**src/rtl/pll_seq_pkg.sv**
```systemverilog
// pll_seq_pkg: shared types and constants for the PLL lock sequencer
package pll_seq_pkg;
  typedef enum logic [1:0] {HOLD, WAIT_LOCK, RUN, FAULT} pll_seq_state_t;
  localparam int RELOCK_CNT_W = 8;
endpackage

```
**src/rtl/sync_2ff.sv**
```systemverilog
// sync_2ff: 1-bit two-flop synchronizer, resets to 0
module sync_2ff (
  input  logic clk,
  input  logic rst_n,
  input  logic d,
  output logic q
);
  logic meta_q, sync_q;
  always_ff @(posedge clk) begin
    if (!rst_n) begin
      meta_q <= 1'b0;
      sync_q <= 1'b0;
    end else begin
      meta_q <= d;
      sync_q <= meta_q;
    end
  end
  assign q = sync_q;
endmodule

```
**src/rtl/pll_lock_sequencer.sv**
```systemverilog
// pll_lock_sequencer: holds the PLL in reset, qualifies LOCK, releases the PLL-clocked core, retries and faults
module pll_lock_sequencer
  import pll_seq_pkg::*;
#(
  parameter int RESET_HOLD_CYCLES   = 16,
  parameter int LOCK_TIMEOUT_CYCLES = 4096,
  parameter int LOCK_STABLE_CYCLES  = 64,
  parameter int MAX_RETRIES         = 3,
  parameter int CNT_W               = 16
) (
  input  logic                    clk,
  input  logic                    rst_n,
  input  logic                    pll_lock,
  input  logic                    relock_req,
  output logic                    pll_resetb,
  output logic                    pll_bypass,
  output logic                    core_rst_n,
  output logic                    locked,
  output logic                    fault,
  output logic [RELOCK_CNT_W-1:0] relock_count
);
  localparam int RETRY_W = $clog2(MAX_RETRIES + 1);
  localparam longint CNT_SPAN = longint'(1) << CNT_W;
  if (RESET_HOLD_CYCLES < 1 || LOCK_TIMEOUT_CYCLES < 1 || LOCK_STABLE_CYCLES < 1 || MAX_RETRIES < 1 ||
      longint'(RESET_HOLD_CYCLES) > CNT_SPAN || longint'(LOCK_TIMEOUT_CYCLES) > CNT_SPAN ||
      longint'(LOCK_STABLE_CYCLES) > CNT_SPAN) begin : g_param_check
    $fatal(1, "pll_lock_sequencer: cycle parameters must be >= 1 and fit in CNT_W");
  end
  localparam logic [CNT_W-1:0]   HOLD_LAST    = CNT_W'(RESET_HOLD_CYCLES - 1);
  localparam logic [CNT_W-1:0]   TIMEOUT_LAST = CNT_W'(LOCK_TIMEOUT_CYCLES - 1);
  localparam logic [CNT_W-1:0]   STABLE_LAST  = CNT_W'(LOCK_STABLE_CYCLES - 1);
  localparam logic [RETRY_W-1:0] RETRY_LIMIT  = RETRY_W'(MAX_RETRIES);
  pll_seq_state_t          state_q, state_d;
  logic [CNT_W-1:0]        cnt_q, cnt_d, scnt_q, scnt_d;
  logic [RETRY_W-1:0]      retries_q, retries_d, retries_inc;
  logic [RELOCK_CNT_W-1:0] relock_cnt_q, relock_cnt_d;
  logic                    resetb_q, resetb_d, run_q, run_d, fault_q, fault_d;
  logic                    lock_s;
  sync_2ff u_lock_sync (
    .clk  (clk),
    .rst_n(rst_n),
    .d    (pll_lock),
    .q    (lock_s)
  );
  // Outputs are registered from the next state so they change on the same edge as state_q.
  always_comb begin
    state_d      = state_q;
    cnt_d        = cnt_q;
    scnt_d       = '0;
    retries_d    = retries_q;
    relock_cnt_d = relock_cnt_q;
    retries_inc  = retries_q + RETRY_W'(1);
    case (state_q)
      HOLD: begin
        cnt_d   = (cnt_q == HOLD_LAST) ? '0 : cnt_q + CNT_W'(1);
        state_d = (cnt_q == HOLD_LAST) ? WAIT_LOCK : HOLD;
      end
      WAIT_LOCK: begin
        cnt_d  = cnt_q + CNT_W'(1);
        scnt_d = lock_s ? scnt_q + CNT_W'(1) : '0;
        if (lock_s && scnt_q == STABLE_LAST) begin
          state_d   = RUN;
          cnt_d     = '0;
          scnt_d    = '0;
          retries_d = '0;
        end else if (cnt_q == TIMEOUT_LAST) begin
          retries_d = retries_inc;
          cnt_d     = '0;
          scnt_d    = '0;
          state_d   = (retries_inc == RETRY_LIMIT) ? FAULT : HOLD;
        end
      end
      RUN: begin
        if (!lock_s) begin
          state_d      = HOLD;
          cnt_d        = '0;
          relock_cnt_d = (&relock_cnt_q) ? relock_cnt_q : relock_cnt_q + RELOCK_CNT_W'(1);
        end
      end
      default: state_d = FAULT;
    endcase
    if (relock_req) begin
      state_d      = HOLD;
      cnt_d        = '0;
      scnt_d       = '0;
      retries_d    = '0;
      relock_cnt_d = relock_cnt_q;
    end
    resetb_d = (state_d == WAIT_LOCK) || (state_d == RUN);
    run_d    = state_d == RUN;
    fault_d  = state_d == FAULT;
  end
  always_ff @(posedge clk) begin
    if (!rst_n) begin
      state_q      <= HOLD;
      cnt_q        <= '0;
      scnt_q       <= '0;
      retries_q    <= '0;
      relock_cnt_q <= '0;
      resetb_q     <= 1'b0;
      run_q        <= 1'b0;
      fault_q      <= 1'b0;
    end else begin
      state_q      <= state_d;
      cnt_q        <= cnt_d;
      scnt_q       <= scnt_d;
      retries_q    <= retries_d;
      relock_cnt_q <= relock_cnt_d;
      resetb_q     <= resetb_d;
      run_q        <= run_d;
      fault_q      <= fault_d;
    end
  end
  assign pll_resetb   = resetb_q;
  assign pll_bypass   = fault_q;
  assign core_rst_n   = run_q;
  assign locked       = run_q;
  assign fault        = fault_q;
  assign relock_count = relock_cnt_q;
endmodule

```
**config.mk**
```make
export PLATFORM = sky130hd
export DESIGN_NAME = pll_lock_sequencer
export DESIGN_NICKNAME = d
export VERILOG_FILES = /design/src/rtl/pll_seq_pkg.sv /design/src/rtl/sync_2ff.sv /design/src/rtl/pll_lock_sequencer.sv
export SDC_FILE = /design/constraint.sdc
export NUM_CORES = 1
export LEC_CHECK = 0
export BUFFER_PORTS_ARGS = -buffer_cell sky130_fd_sc_hd__buf_2
export CAP_MARGIN = 20
export CORE_ASPECT_RATIO = 0.75
export CORE_UTILIZATION = 37
export CTS_CLUSTER_SIZE = 10
export DETAILED_ROUTE_END_ITERATION = 8
export GPL_TIMING_DRIVEN = 0
export HOLD_SLACK_MARGIN = 0.15
export PLACE_DENSITY = 0.61
export SKIP_LAST_GASP = 1
export SLEW_MARGIN = 20
export SYNTH_ARGS = -nofsm -noshare
export SYNTH_HDL_FRONTEND = slang
export SYNTH_SLANG_ARGS = --single-unit
```
**constraint.sdc**
```tcl
create_clock -name clk -period 3 [get_ports clk]
set_input_delay 0.15 -clock clk [delete_from_list [all_inputs] [get_ports clk]]
set_output_delay 0.15 -clock clk [all_outputs]
set_load 0.005 [all_outputs]
```
* Word level (Yosys, flattened, before mapping)
Cells that the tools add are included.
** Word-level totals
- Register bits :: 49
- Input bits :: 4
- Output and inout bits :: 13
- Logic and storage cells :: 54
** Cells by class
- Add/sub/neg operators :: 4
- Bitwise gates (word level) :: 5
- Reductions and logical operators :: 11
- Multiplexer cells :: 14
- Equality and inequality tests :: 10
** Operator list (count)
- 2-to-1 mux 16 bit :: 4
- one-hot mux 16 bit (3 select lines) :: 1
- adder 16 x 1 -> 16 bit, second input constant :: 2
- == test 16 x 12 -> 1 bit, second input constant :: 1
- == test 16 x 4 -> 1 bit, second input constant :: 1
- == test 16 x 6 -> 1 bit, second input constant :: 1
- 2-to-1 mux 2 bit :: 7
- adder 8 x 1 -> 8 bit, second input constant :: 1
- == test 2 bit, second input constant :: 4
- AND reduction 8 bit :: 1
- one-hot mux 2 bit (3 select lines) :: 1
- OR reduction 6 bit :: 1
- inverter 1 bit :: 5
- == test 2 x 1 -> 1 bit, second input constant :: 2
- AND reduction 2 bit :: 2
- AND reduction 4 bit :: 1
- nonzero test 3 bit :: 1
- adder 2 x 1 -> 2 bit, second input constant :: 1
- zero test 2 bit :: 1
- inequality test 2 bit, second input constant :: 1
- nonzero test 2 bit :: 1
- OR reduction 2 bit :: 1
- logical AND 1 bit :: 1
- logical OR 1 bit :: 1
- 2-to-1 mux 1 bit :: 1

* Logic depth before layout (Yosys ltp)
Gate-level depths: netlist (run 1).
- Depth after elaboration :: 9
- Gate-level depth with buffers :: 9
- Mapped depth without buffers :: 8

* Hierarchy
A second synthesis (run 1) with hierarchy kept.
** Unflattened totals
- Cell total of the unflattened synthesis :: 265
- Area, all modules :: 2376.0 um^2
** Modules (own cells, without submodules)
- pll_lock_sequencer :: area an instance 2323.5 um^2, instances 1, cells each 261
- sync_2ff :: area an instance 52.6 um^2, instances 1, cells each 4

* Worst setup path after synthesis (run 1)
No wires, ideal clock.
- Path kind :: reg-to-reg
- Start point :: register cnt_q[13]
- End point :: register fault_q, in the netlist fault
- Path slack :: 0.643 ns
- Stages on the path, launching flop included :: 8
- Required time :: 2.885 ns
- Arrival time :: 2.242 ns
- Library setup time :: 0.115 ns
- Path through :: dfxtp_1 -> or4_4 -> nor4_4 -> mux2_2 -> a31o_2 -> nor2b_1 -> ha_1 -> and2_1
** Between the ends
- Longest elaborated chain between the ends :: 6
** Ends and longest elaborated chain
- from (decl) :: line pll_lock_sequencer.sv:34 : logic [CNT_W-1:0] cnt_q, cnt_d, scnt_q, scnt_d;
- from (signal assigned) :: line pll_lock_sequencer.sv:105 : cnt_q <= cnt_d;
- == test 16 x 12 -> 1 bit :: line pll_lock_sequencer.sv:66 : end else if (cnt_q == TIMEOUT_LAST) begin
- 2-to-1 mux 2 bit :: line pll_lock_sequencer.sv:66
- 2-to-1 mux 2 bit :: line pll_lock_sequencer.sv:61 : if (lock_s && scnt_q == STABLE_LAST) begin
- one-hot mux 2 bit (3 select lines) * :: line pll_lock_sequencer.sv:53 : case (state_q)
- 2-to-1 mux 2 bit * :: line pll_lock_sequencer.sv:82 : if (relock_req) begin
- net state_d[0] :: line pll_lock_sequencer.sv:33 : pll_seq_state_t state_q, state_d;
- == test 2 bit * :: line pll_lock_sequencer.sv:91 : fault_d = state_d == FAULT;
- net fault_d :: line pll_lock_sequencer.sv:37 : logic resetb_q, resetb_d, run_q, run_d, fault_q, fault_d;
- to (signal assigned) :: line pll_lock_sequencer.sv:111 : fault_q <= fault_d;
- to (decl) :: line pll_lock_sequencer.sv:37
The timed path passes the listed nets; every way through them passes the cells marked *.
A chain may end at the register's enable or synchronous reset.

* Worst setup path after layout (run 1)
Same ends and word-level chain as after synthesis.

==> flow_summary_export.csv, run 1 <==
group,metric,value,unit
global_routing,grt_pass1_vias,1707,
placement,post_dp_cell_area,2570,um2
final_layout,syn2layout_area_growth,12.6,%
clocking,htreeDepth,2,
logic_synthesis,ys_seq_elements,49,
clocking,clock_path_buffers,2,
global_routing,grt_pass1_wl,7650,um
placement,place.gp.congestion,0.794,
clocking,cts_tree,"yes",
floorplanning,placementRows,24,
sta,clock.fmax,0.401,GHz
drt,firstDrtPassIters,5,
logic_synthesis,synth_area,2390,um2
power,peakVddDrop,260,uV
placement,pre_cts_slack,0.510,ns
power,combPwrFrac,0.019,
clocking,clkLatencyLatePin,0.30,ns
placement,dp_hpwl,3210,um
global_routing,antenna_found_initial,0,
sta,setup_viol,0,
worst_setup_path,critical_path.endpoint_type,"flip-flop",
logic_synthesis,synth.top_cell.area_share,0.410,
drt,wl_met2,1860,um
floorplanning,die_x,94.8,um
worst_setup_path,arrival,2.70,ns
power,power.switching,0.227,mW
drt,dr_total_vias,1807,
final_layout,final_nets,299,
floorplanning,start_util,0.398,
final_layout,num_antenna_cells,0,
logic_synthesis,synth.distinct_cells,46,
worst_setup_path,path_max_fanout,4,
hold_path,min_path_type,"in2reg",
logic_synthesis,yosys_warnings,0,
final_layout,stdcell_area,2690,um2
power,leakage,1.03,nW
logic_synthesis,synth.largest_area_cell,"dfxtp_1",
drt,wl_per_cell,12.3,um
final_layout,drive_gt1_frac,0.144,
drt,drc,0,
outcome,status,"complete, no violations",
sta,min_period,2.49,ns
clocking,clk_pin_slew,0.09,ns
power,p_seq_frac,0.578,
global_routing,grtUsageTotal,0.143,
clocking,clockRootBuffer,"clkbuf_8",
drt,via_per_inst,4.98,
global_routing,grt-ovfl-total,0,
drt,top_layer,"met4",
worst_setup_path,crit_type,"reg2reg",
power,p_int,0.905,mW
placement,portBuffers,16,
logic_synthesis,synth-simple-area-share,0.316,
sta,final_hold_viol_count,0,
logic_synthesis,synth.area.mux_share,0.00471,
global_routing,grt_start_max_net_pins,15,
worst_setup_path,critical_path.startpoint_type,"flip-flop",
logic_synthesis,synth_top_family_by_area,"simple AND/OR/NAND/NOR gates",
logic_synthesis,synth_xor_area_frac,0.125,
floorplanning,die_area,6790,um2
clocking,cts_sinks,49,
logic_synthesis,synthAdderAreaFrac,0.0523,
logic_synthesis,synth_seq_area_share,0.410,
power,power_density,420,nW/um2
logic_synthesis,ys_top_cells_by_area,"dfxtp_1, xor2_1, nor2_1",
logic_synthesis,syn_avg_cell_area,9.20,um2
logic_synthesis,synth_compound_area_frac,0.0607,
floorplanning,pin_count,17,
power,clockPowerShare,0.402,
sta,tightest_slew,0.836,ns
logic_synthesis,synth_enable_flop_cells,0,
sta,slew_headroom,0.437,
sta,rsz0062_at_grt,"no",
clocking,cts_setup_buffers,0,
drt,drt-met1-wl,2430,um
sta,report.final.slew_viol_count,0,
clocking,numCtsBuffers,5,
drt,met3_length,134,um
floorplanning,core_area,6010,um2
drt,final_antenna_net_count,0,
drt,drt_iter0_markers,62,
final_layout,final_cell_mix,"dfxtp_1, nor2_1, xor2_1",
sta,tns,0,ns
flow_run,cap_violations,0,
logic_synthesis,synth_ff_type,"dfxtp_1",
sta,fin_crit_sh,0.831,
drt,routed_wl,4470,um
sta,setup_ws,0.508,ns
logic_synthesis,synthCells,260,
worst_setup_path,critPathRequiredTime,3.20,ns
logic_synthesis,syn-num-nets,274,
power,netSwitchingFraction,0.200,
final_layout,final_common_cell,"dfxtp_1",
floorplanning,dieHeight,71.6,um
logic_synthesis,synthArstFlopShare,0,
sta,worst_clock_skew,0.00696,ns
## sequential cells by signal, summed over array words and instances (netlist names)
register / cells
cnt_q: 16
core_rst_n: 1
fault: 1
pll_resetb: 1
relock_count: 8
retries_q: 2
scnt_q: 16
state_q: 2
u_lock_sync.meta_q: 1
u_lock_sync.q: 1
## path summary, 6_finish.rpt
kind | from | to | slack (ns) | cells after the start
worst max-delay path | cnt_q[13]$_SDFFE_PP0P_ | fault$_SDFF_PN0_ | 0.51 | 7
worst min register to register | u_lock_sync.meta_q$_SDFF_PN0_ | u_lock_sync.q$_SDFF_PN0_ | 0.44 | 1
worst min-delay path | relock_req | pll_resetb$_SDFF_PN0_ | 0.31 | 4
worst max register to register | cnt_q[13]$_SDFFE_PP0P_ | fault$_SDFF_PN0_ | 0.51 | 7
## area by class of cell
cell class                 count  area, um2
clock inverter                 2       35.0
tap                           78       97.6
fill                         595       3310
clock buffer                   5       68.8
multi-input combinational    199       1340
sequential                    49        981
timing repair buffer          18        100
buffer                         8       60.1
inverter                       4       15.0
## synth_stat cells (2+ instances only)
library cell	instances
dfxtp_1	49
nor2_1	37
xor2_1	22
nand2_1	19
and2_1	14
nand3_1	12
xnor2_1	12
ha_1	10
nand4_1	10
nor3_1	8
and3_1	6
and4_1	4
inv_1	4
nor4_1	4
buf_4	3
clkbuf_1	3
nor2b_1	3
or4_1	3
a21boi_0	2
a21oi_1	2
a31oi_1	2
and3_2	2
and4_2	2
nand2b_1	2
o21ai_0	2
or3_1	2
or4_4	2
## power by group through the flow
stage / Combinational, mW / Sequential (mW) / Clock [mW]
finish: 0.0220 / 0.654 / 0.455
detailed placement: 0.0206 / 0.669 / 0
global placement: 0.0204 / 0.669 / 0
global route: 0.0254 / 0.655 / 0.498
CTS: 0.0225 / 0.654 / 0.470
floorplan: 0.0134 / 0.669 / 0
## stage by stage
step	util	std cells	power (mW)	hold slack, ns
4_1_cts	0.448	363	1.15	0.300
3_5_place_dp	0.428	354	0.690	0.368
6_report	0.448	363	1.13	0.309
3_3_place_gp	0.428	354	0.690	0.361
2_1_floorplan	-	260	0.682	0.277
5_1_grt	0.448	363	1.18	0.319
## cell families after synthesis
family | after synthesis
compound gates | 18
xor+xnor | 34
mux | 1
fa+ha+maj | 10
simple gates | 136
flops | 49
buf+inv | 12
## worst max-delay path, cell delays in order (launching register included)
cell	delay, ns
dfxtp_1	0.35
or4_4	0.59
nor4_4	0.36
mux2_2	0.38
a31o_2	0.26
nor2b_1	0.13
ha_1	0.18
and2_1	0.14
## metal layers
metal  track usage  up-vias
met3        0.0382        4
met1         0.213      821
met2         0.197       24
met5             0        -
li1              -      958
met4        0.0488        0
## repair_timing
item,4_1_cts,5_1_grt
hold endpoints to repair,3,0
gates resized for setup,0,0
hold buffers,2,0
Power figures use the tool's default switching activity.
==> inputs of run 2 (changes only) <==
==> constraint.sdc (replaced) <==
create_clock -name clk -period 2.3 [get_ports clk]
set_input_delay 0.115 -clock clk [delete_from_list [all_inputs] [get_ports clk]]
set_output_delay 0.115 -clock clk [all_outputs]
set_load 0.005 [all_outputs]
==> run 2 against run 1 <==
Net effect:
- die area unchanged
- sequential power is 31% higher
- cell count increased by 3.3%
- setup slack worse by 0.43 ns
- non-clock buffer count grew 11
- cell area rose by 8.0%
- hold slack worse by 0.026 ns
- clock skew grew 0.0043 ns
- register-to-register slack worse by 0.43 ns
- clock power is 42% higher
==> flow_summary_export.csv, run 2 (synthesis results as in run 1) <==
group,metric,value,unit
final_layout,fill_cells,576,
power,power_density,527,nW/um2
clocking,clkLatencyLatePin,0.30,ns
sta,tightest_slew,0.610,ns
final_layout,final_cell_mix,"dfxtp_1, nor2_1, xor2_1",
floorplanning,start_util,0.398,
floorplanning,core_area,6010,um2
sta,clock.fmax,0.451,GHz
worst_setup_path,reg2regPathDepth,7,
sta,slew_headroom,0.590,
placement,place.gp.congestion,0.780,
sta,report.final.slew_viol_count,0,
floorplanning,die_x,94.8,um
clocking,clk_pin_slew,0.10,ns
clocking,cts_tree,"yes",
global_routing,grt_pass1_wl,7940,um
clocking,cts_sinks,49,
clocking,numCtsBuffers,5,
sta,fin_crit_sh,0.965,
drt,final_antenna_net_count,0,
final_layout,drive_gt1_frac,0.246,
drt,routed_wl,4940,um
worst_setup_path,critPathRequiredTime,2.51,ns
final_layout,multi_input_area,1440,um2
worst_setup_path,crit_end,"fault$_SDFF_PN0_",
floorplanning,die_area,6790,um2
power,power,1.53,mW
worst_setup_path,arrival,2.43,ns
final_layout,final_nets,310,
floorplanning,placementRows,24,
global_routing,grt-ovfl-total,0,
sta,min_period,2.22,ns
placement,dp_hpwl,3290,um
worst_setup_path,timing.rr.end,"fault$_SDFF_PN0_",
floorplanning,dieHeight,71.6,um
global_routing,grt_pass1_vias,1702,
power,leakage,1.10,nW
final_layout,syn2layout_area_growth,21.6,%
global_routing,antenna_found_initial,0,
final_layout,stdcell_area,2910,um2
floorplanning,pin_count,17,
worst_setup_path,critPathLaunch,"cnt_q[14]$_SDFFE_PP0P_",
clocking,clockRootBuffer,"clkbuf_8",
sta,worst_clock_skew,0.0113,ns
global_routing,grt_start_max_net_pins,16,
drt,firstDrtPassIters,4,
hold_path,min_path_type,"in2reg",
sta,setup_viol,0,
final_layout,regArea,990,um2
final_layout,num_antenna_cells,0,
worst_setup_path,crit_type,"reg2reg",
sta,final_hold_viol_count,0,
clocking,clock_path_buffers,2,
worst_setup_path,ff2ff_setup_slack,0.08,ns
placement,portBuffers,16,
flow_run,cap_violations,0,
drt,dr_total_vias,1906,
clocking,htreeDepth,2,
drt,via_per_inst,5.08,
worst_setup_path,path_max_fanout,3,
worst_setup_path,critical_path.endpoint_type,"flip-flop",
outcome,status,"complete, no violations",
global_routing,grtUsageTotal,0.149,
drt,drc,0,
final_layout,final_common_cell,"dfxtp_1",
placement,post_dp_cell_area,2570,um2
worst_setup_path,worstReg2RegStart,"cnt_q[14]$_SDFFE_PP0P_",
drt,drt_iter0_markers,32,
worst_setup_path,critical_path.startpoint_type,"flip-flop",
power,peakVddDrop,336,uV
final_layout,fin_util,0.484,
drt,wl_per_cell,13.2,um
[run 2: changes by cell type in the layout (fill, tap and decap cells not counted), sizes merged]
cell and delta:
clkinvlp +1, clkinv -1, buf +12
[run 2: worst min path at each step]
| stage | start | endpoint | slack (ns) | cells after the start |
|---|---|---|---|---|
| final | relock_req | pll_resetb$_SDFF_PN0_ | 0.28 | 4 |
| after global routing | relock_req | pll_resetb$_SDFF_PN0_ | 0.32 | 4 |
| after CTS | relock_req | pll_resetb$_SDFF_PN0_ | 0.26 | 4 |
| after detailed placement | pll_lock | u_lock_sync.meta_q$_SDFF_PN0_ | 0.33 | 2 |
| after global placement | pll_lock | u_lock_sync.meta_q$_SDFF_PN0_ | 0.32 | 2 |
| after floorplan | pll_lock | u_lock_sync.meta_q$_SDFF_PN0_ | 0.24 | 1 |
[run 2: area by class of cell]
| class | instances | area share |
|---|---|---|
| buffer | 7 | 0.0194 |
| multi-input combinational | 199 | 0.494 |
| timing repair buffer | 30 | 0.0667 |
| clock buffer | 6 | 0.0284 |
| clock inverter | 2 | 0.0129 |
| sequential | 49 | 0.340 |
| inverter | 4 | 0.00516 |
| tap | 78 | 0.0336 |
[run 2: per-stage QoR]
stage | hold WS [ns] | TNS (ns) | setup slack (ns) | instances
floorplan | 0.242 | 0 | 0.0523 | 260
global placement | 0.321 | -0.360 | -0.136 | 354
detailed placement | 0.326 | -0.412 | -0.159 | 354
CTS | 0.256 | -0.834 | -0.0846 | 370
global route | 0.323 | -0.0720 | -0.0375 | 375
finish | 0.283 | 0 | 0.0804 | 375
[run 2: routing by layer]
layer,part of all wire,vias to the layer above,wire length [um],GRT usage
li1,-,986,-,-
met1,0.53,898,2640,0.222
met2,0.43,16,2110,0.210
met3,0.024,6,118,0.0382
met4,0.013,0,64,0.0404
met5,0,-,0,0
[run 2: power by group]
| part | switching, mW | leakage [nW] | internal [mW] |
|---|---|---|---|
| Clock | 0.292 | 0.0574 | 0.354 |
| Sequential | 0.00273 | 0.399 | 0.851 |
| Combinational | 0.0186 | 0.648 | 0.0160 |
[run 2: critical path, cell delays in order (launching register included)]
cell     delay (ns)
dfxtp_2        0.34
or4_4          0.57
nor4_4         0.21
mux2_4         0.34
a31o_4         0.23
nor2b_4        0.12
ha_1           0.18
and2_1         0.14
[run 2: timing repair]
action	in CTS	in global routing
setup endpoints to repair	7	17
resized for setup	5	23
hold buffers	2	0
hold endpoints to repair	4	0
cloned	0	1
pin swaps	5	8
setup buffers	6	5
==> inputs of run 3 (changes only) <==
--- a/config.mk
+++ b/config.mk
@@ -13,7 +13,7 @@
 export DETAILED_ROUTE_END_ITERATION = 8
 export GPL_TIMING_DRIVEN = 0
 export HOLD_SLACK_MARGIN = 0.15
-export PLACE_DENSITY = 0.61
+export PLACE_DENSITY_LB_ADDON = 0.1
 export SKIP_LAST_GASP = 1
 export SLEW_MARGIN = 20
 export SYNTH_ARGS = -nofsm -noshare
==> run 3 against run 2 <==
Net effect:
- hold slack worse by 0.018 ns
- largest cell class unchanged
- critical path depth unchanged
- setup slack worse by 0.045 ns
- highest routed layer unchanged
- routed wire length down 6.0%
- largest power group unchanged
- sequential share of layout area up 0.40 points
==> flow_summary_export.csv, run 3 (synthesis results as in run 1) <==
group,metric,value,unit
clocking,htreeDepth,2,
worst_setup_path,timing.rr.end,"fault$_SDFF_PN0_",
power,peakVddDrop,358,uV
placement,dp_cells,354,
global_routing,grt_pass1_vias,1687,
sta,final_hold_viol_count,0,
global_routing,grtUsageTotal,0.154,
sta,slew_headroom,0.599,
worst_setup_path,critical_path.startpoint_type,"flip-flop",
placement,post_dp_cell_area,2570,um2
sta,worst_clock_skew,0.00781,ns
floorplanning,core_area,6010,um2
final_layout,fill_cells,601,
drt,dr_total_vias,1861,
worst_setup_path,arrival,2.47,ns
final_layout,multi_input_area,1410,um2
final_layout,layoutNonFillerInstCount,373,
global_routing,antenna_found_initial,0,
worst_setup_path,critPathRequiredTime,2.50,ns
worst_setup_path,crit_type,"reg2reg",
worst_setup_path,ff2ff_setup_slack,0.04,ns
final_layout,final_common_cell,"dfxtp_1",
sta,setup_viol,0,
global_routing,grt_pass1_wl,8100,um
placement,portBuffers,16,
worst_setup_path,reg2regPathDepth,7,
floorplanning,pin_count,17,
final_layout,final_nets,308,
power,power_density,533,nW/um2
final_layout,final_cell_mix,"dfxtp_1, nor2_1, xor2_1",
clocking,clockRootBuffer,"clkbuf_8",
floorplanning,die_area,6790,um2
clocking,clkLatencyLatePin,0.30,ns
drt,routed_wl,4640,um
floorplanning,placementRows,24,
placement,place.gp.congestion,0.739,
drt,final_antenna_net_count,0,
worst_setup_path,worstReg2RegStart,"cnt_q[15]$_SDFFE_PP0P_",
final_layout,num_antenna_cells,0,
floorplanning,die_x,94.8,um
sta,rsz0062_at_grt,"yes",
clocking,clk_pin_slew,0.09,ns
drt,wl_per_cell,12.4,um
worst_setup_path,slowest_delay,0.56,ns
sta,fin_crit_sh,0.984,
drt,drc,0,
sta,tightest_slew,0.600,ns
drt,via_per_inst,4.99,
power,leakage,1.09,nW
hold_path,min_path_type,"in2reg",
final_layout,stdcell_area,2870,um2
clocking,cts_tree,"yes",
sta,clock.fmax,0.442,GHz
clocking,clock_path_buffers,2,
global_routing,grt-ovfl-total,0,
flow_run,cap_violations,0,
worst_setup_path,critical_path.endpoint_type,"flip-flop",
outcome,status,"complete, no violations",
placement,dp_hpwl,3210,um
floorplanning,dieHeight,71.6,um
floorplanning,start_util,0.398,
sta,min_period,2.26,ns
drt,firstDrtPassIters,4,
worst_setup_path,path_max_fanout,3,
clocking,cts_sinks,49,
worst_setup_path,slowest_stage,"or4_4",
worst_setup_path,crit_end,"fault$_SDFF_PN0_",
sta,report.final.slew_viol_count,0,
worst_setup_path,critical_path.cell_chain,"or4_4 > nor4_4 > mux2_4 > a31o_2 > nor2b_1 > ha_1 > and2_1",
final_layout,regArea,987,um2
clocking,numCtsBuffers,5,
final_layout,syn2layout_area_growth,19.9,%
drt,drt_iter0_markers,58,
global_routing,grt_start_max_net_pins,16,
worst_setup_path,critPathLaunch,"cnt_q[15]$_SDFFE_PP0P_",
final_layout,drive_gt1_frac,0.234,
run 3: changes by cell type in the layout (fill, tap and decap cells not counted), moves of 2 or more:
cell | before | now
buf_4 | 14 | 12
nor3_2 | 1 | 3
nor3_1 | 7 | 5
dfxtp_2 | 7 | 5
dfxtp_1 | 42 | 44
run 3: worst min-delay path by stage:
stage	from	end	slack, ns	cells after the start
floorplan	pll_lock	u_lock_sync.meta_q$_SDFF_PN0_	0.24	1
global placement	pll_lock	u_lock_sync.meta_q$_SDFF_PN0_	0.33	2
detailed placement	pll_lock	u_lock_sync.meta_q$_SDFF_PN0_	0.32	2
CTS	relock_req	pll_resetb$_SDFF_PN0_	0.26	4
global route	relock_req	pll_resetb$_SDFF_PN0_	0.27	4
finish	relock_req	pll_resetb$_SDFF_PN0_	0.27	4
run 3: worst max-delay path, delay by kind of cell, from the launching register on:
kind / cells / cell delay [ns]
fa+ha+maj: 1 / 0.19
mux: 1 / 0.33
compound gates: 1 / 0.27
simple gates: 4 / 1.06
flops: 1 / 0.33
run 3: layout make-up:
type | count | area share
tap | 78 | 0.0340
buffer | 7 | 0.0196
clock buffer | 6 | 0.0288
timing repair buffer | 28 | 0.0624
clock inverter | 2 | 0.0131
sequential | 49 | 0.344
inverter | 4 | 0.00524
multi-input combinational | 199 | 0.492
run 3: layer usage:
layer,vias up,share of wire,wire length [um],global-route usage
met5,-,0,0,0
met4,0,0.013,60,0.0505
met3,7,0.027,126,0.0350
met2,21,0.40,1850,0.209
met1,859,0.56,2600,0.238
li1,974,-,-,-
run 3: stage by stage:
step | total power, mW | setup slack (ns) | setup TNS [ns] | hold WS (ns) | utilization
CTS | 1.55 | -0.0959 | -0.118 | 0.263 | 0.461
detailed placement | 0.901 | -0.162 | -0.414 | 0.323 | 0.428
floorplan | 0.890 | 0.0523 | 0 | 0.242 | -
global placement | 0.901 | -0.200 | -0.448 | 0.326 | 0.428
finish | 1.53 | 0.0359 | 0 | 0.265 | 0.477
global route | 1.59 | -0.0288 | -0.0625 | 0.274 | 0.477
run 3: power breakdown:
group          switching [mW]  leakage [nW]  internal (mW)  total (mW)
clock network           0.291        0.0574          0.354       0.645
registers             0.00263         0.398          0.851       0.854
logic                  0.0166         0.637         0.0144      0.0309
total                   0.310          1.09           1.22        1.53
run 3: what timing repair did:
item                       4_1_cts  5_1_grt
setup endpoints to repair        7       16
buffers inserted                 5        6
resized for setup                7       15
hold endpoints to repair         4        0
hold buffers                     2        0
pin swaps                        7        4
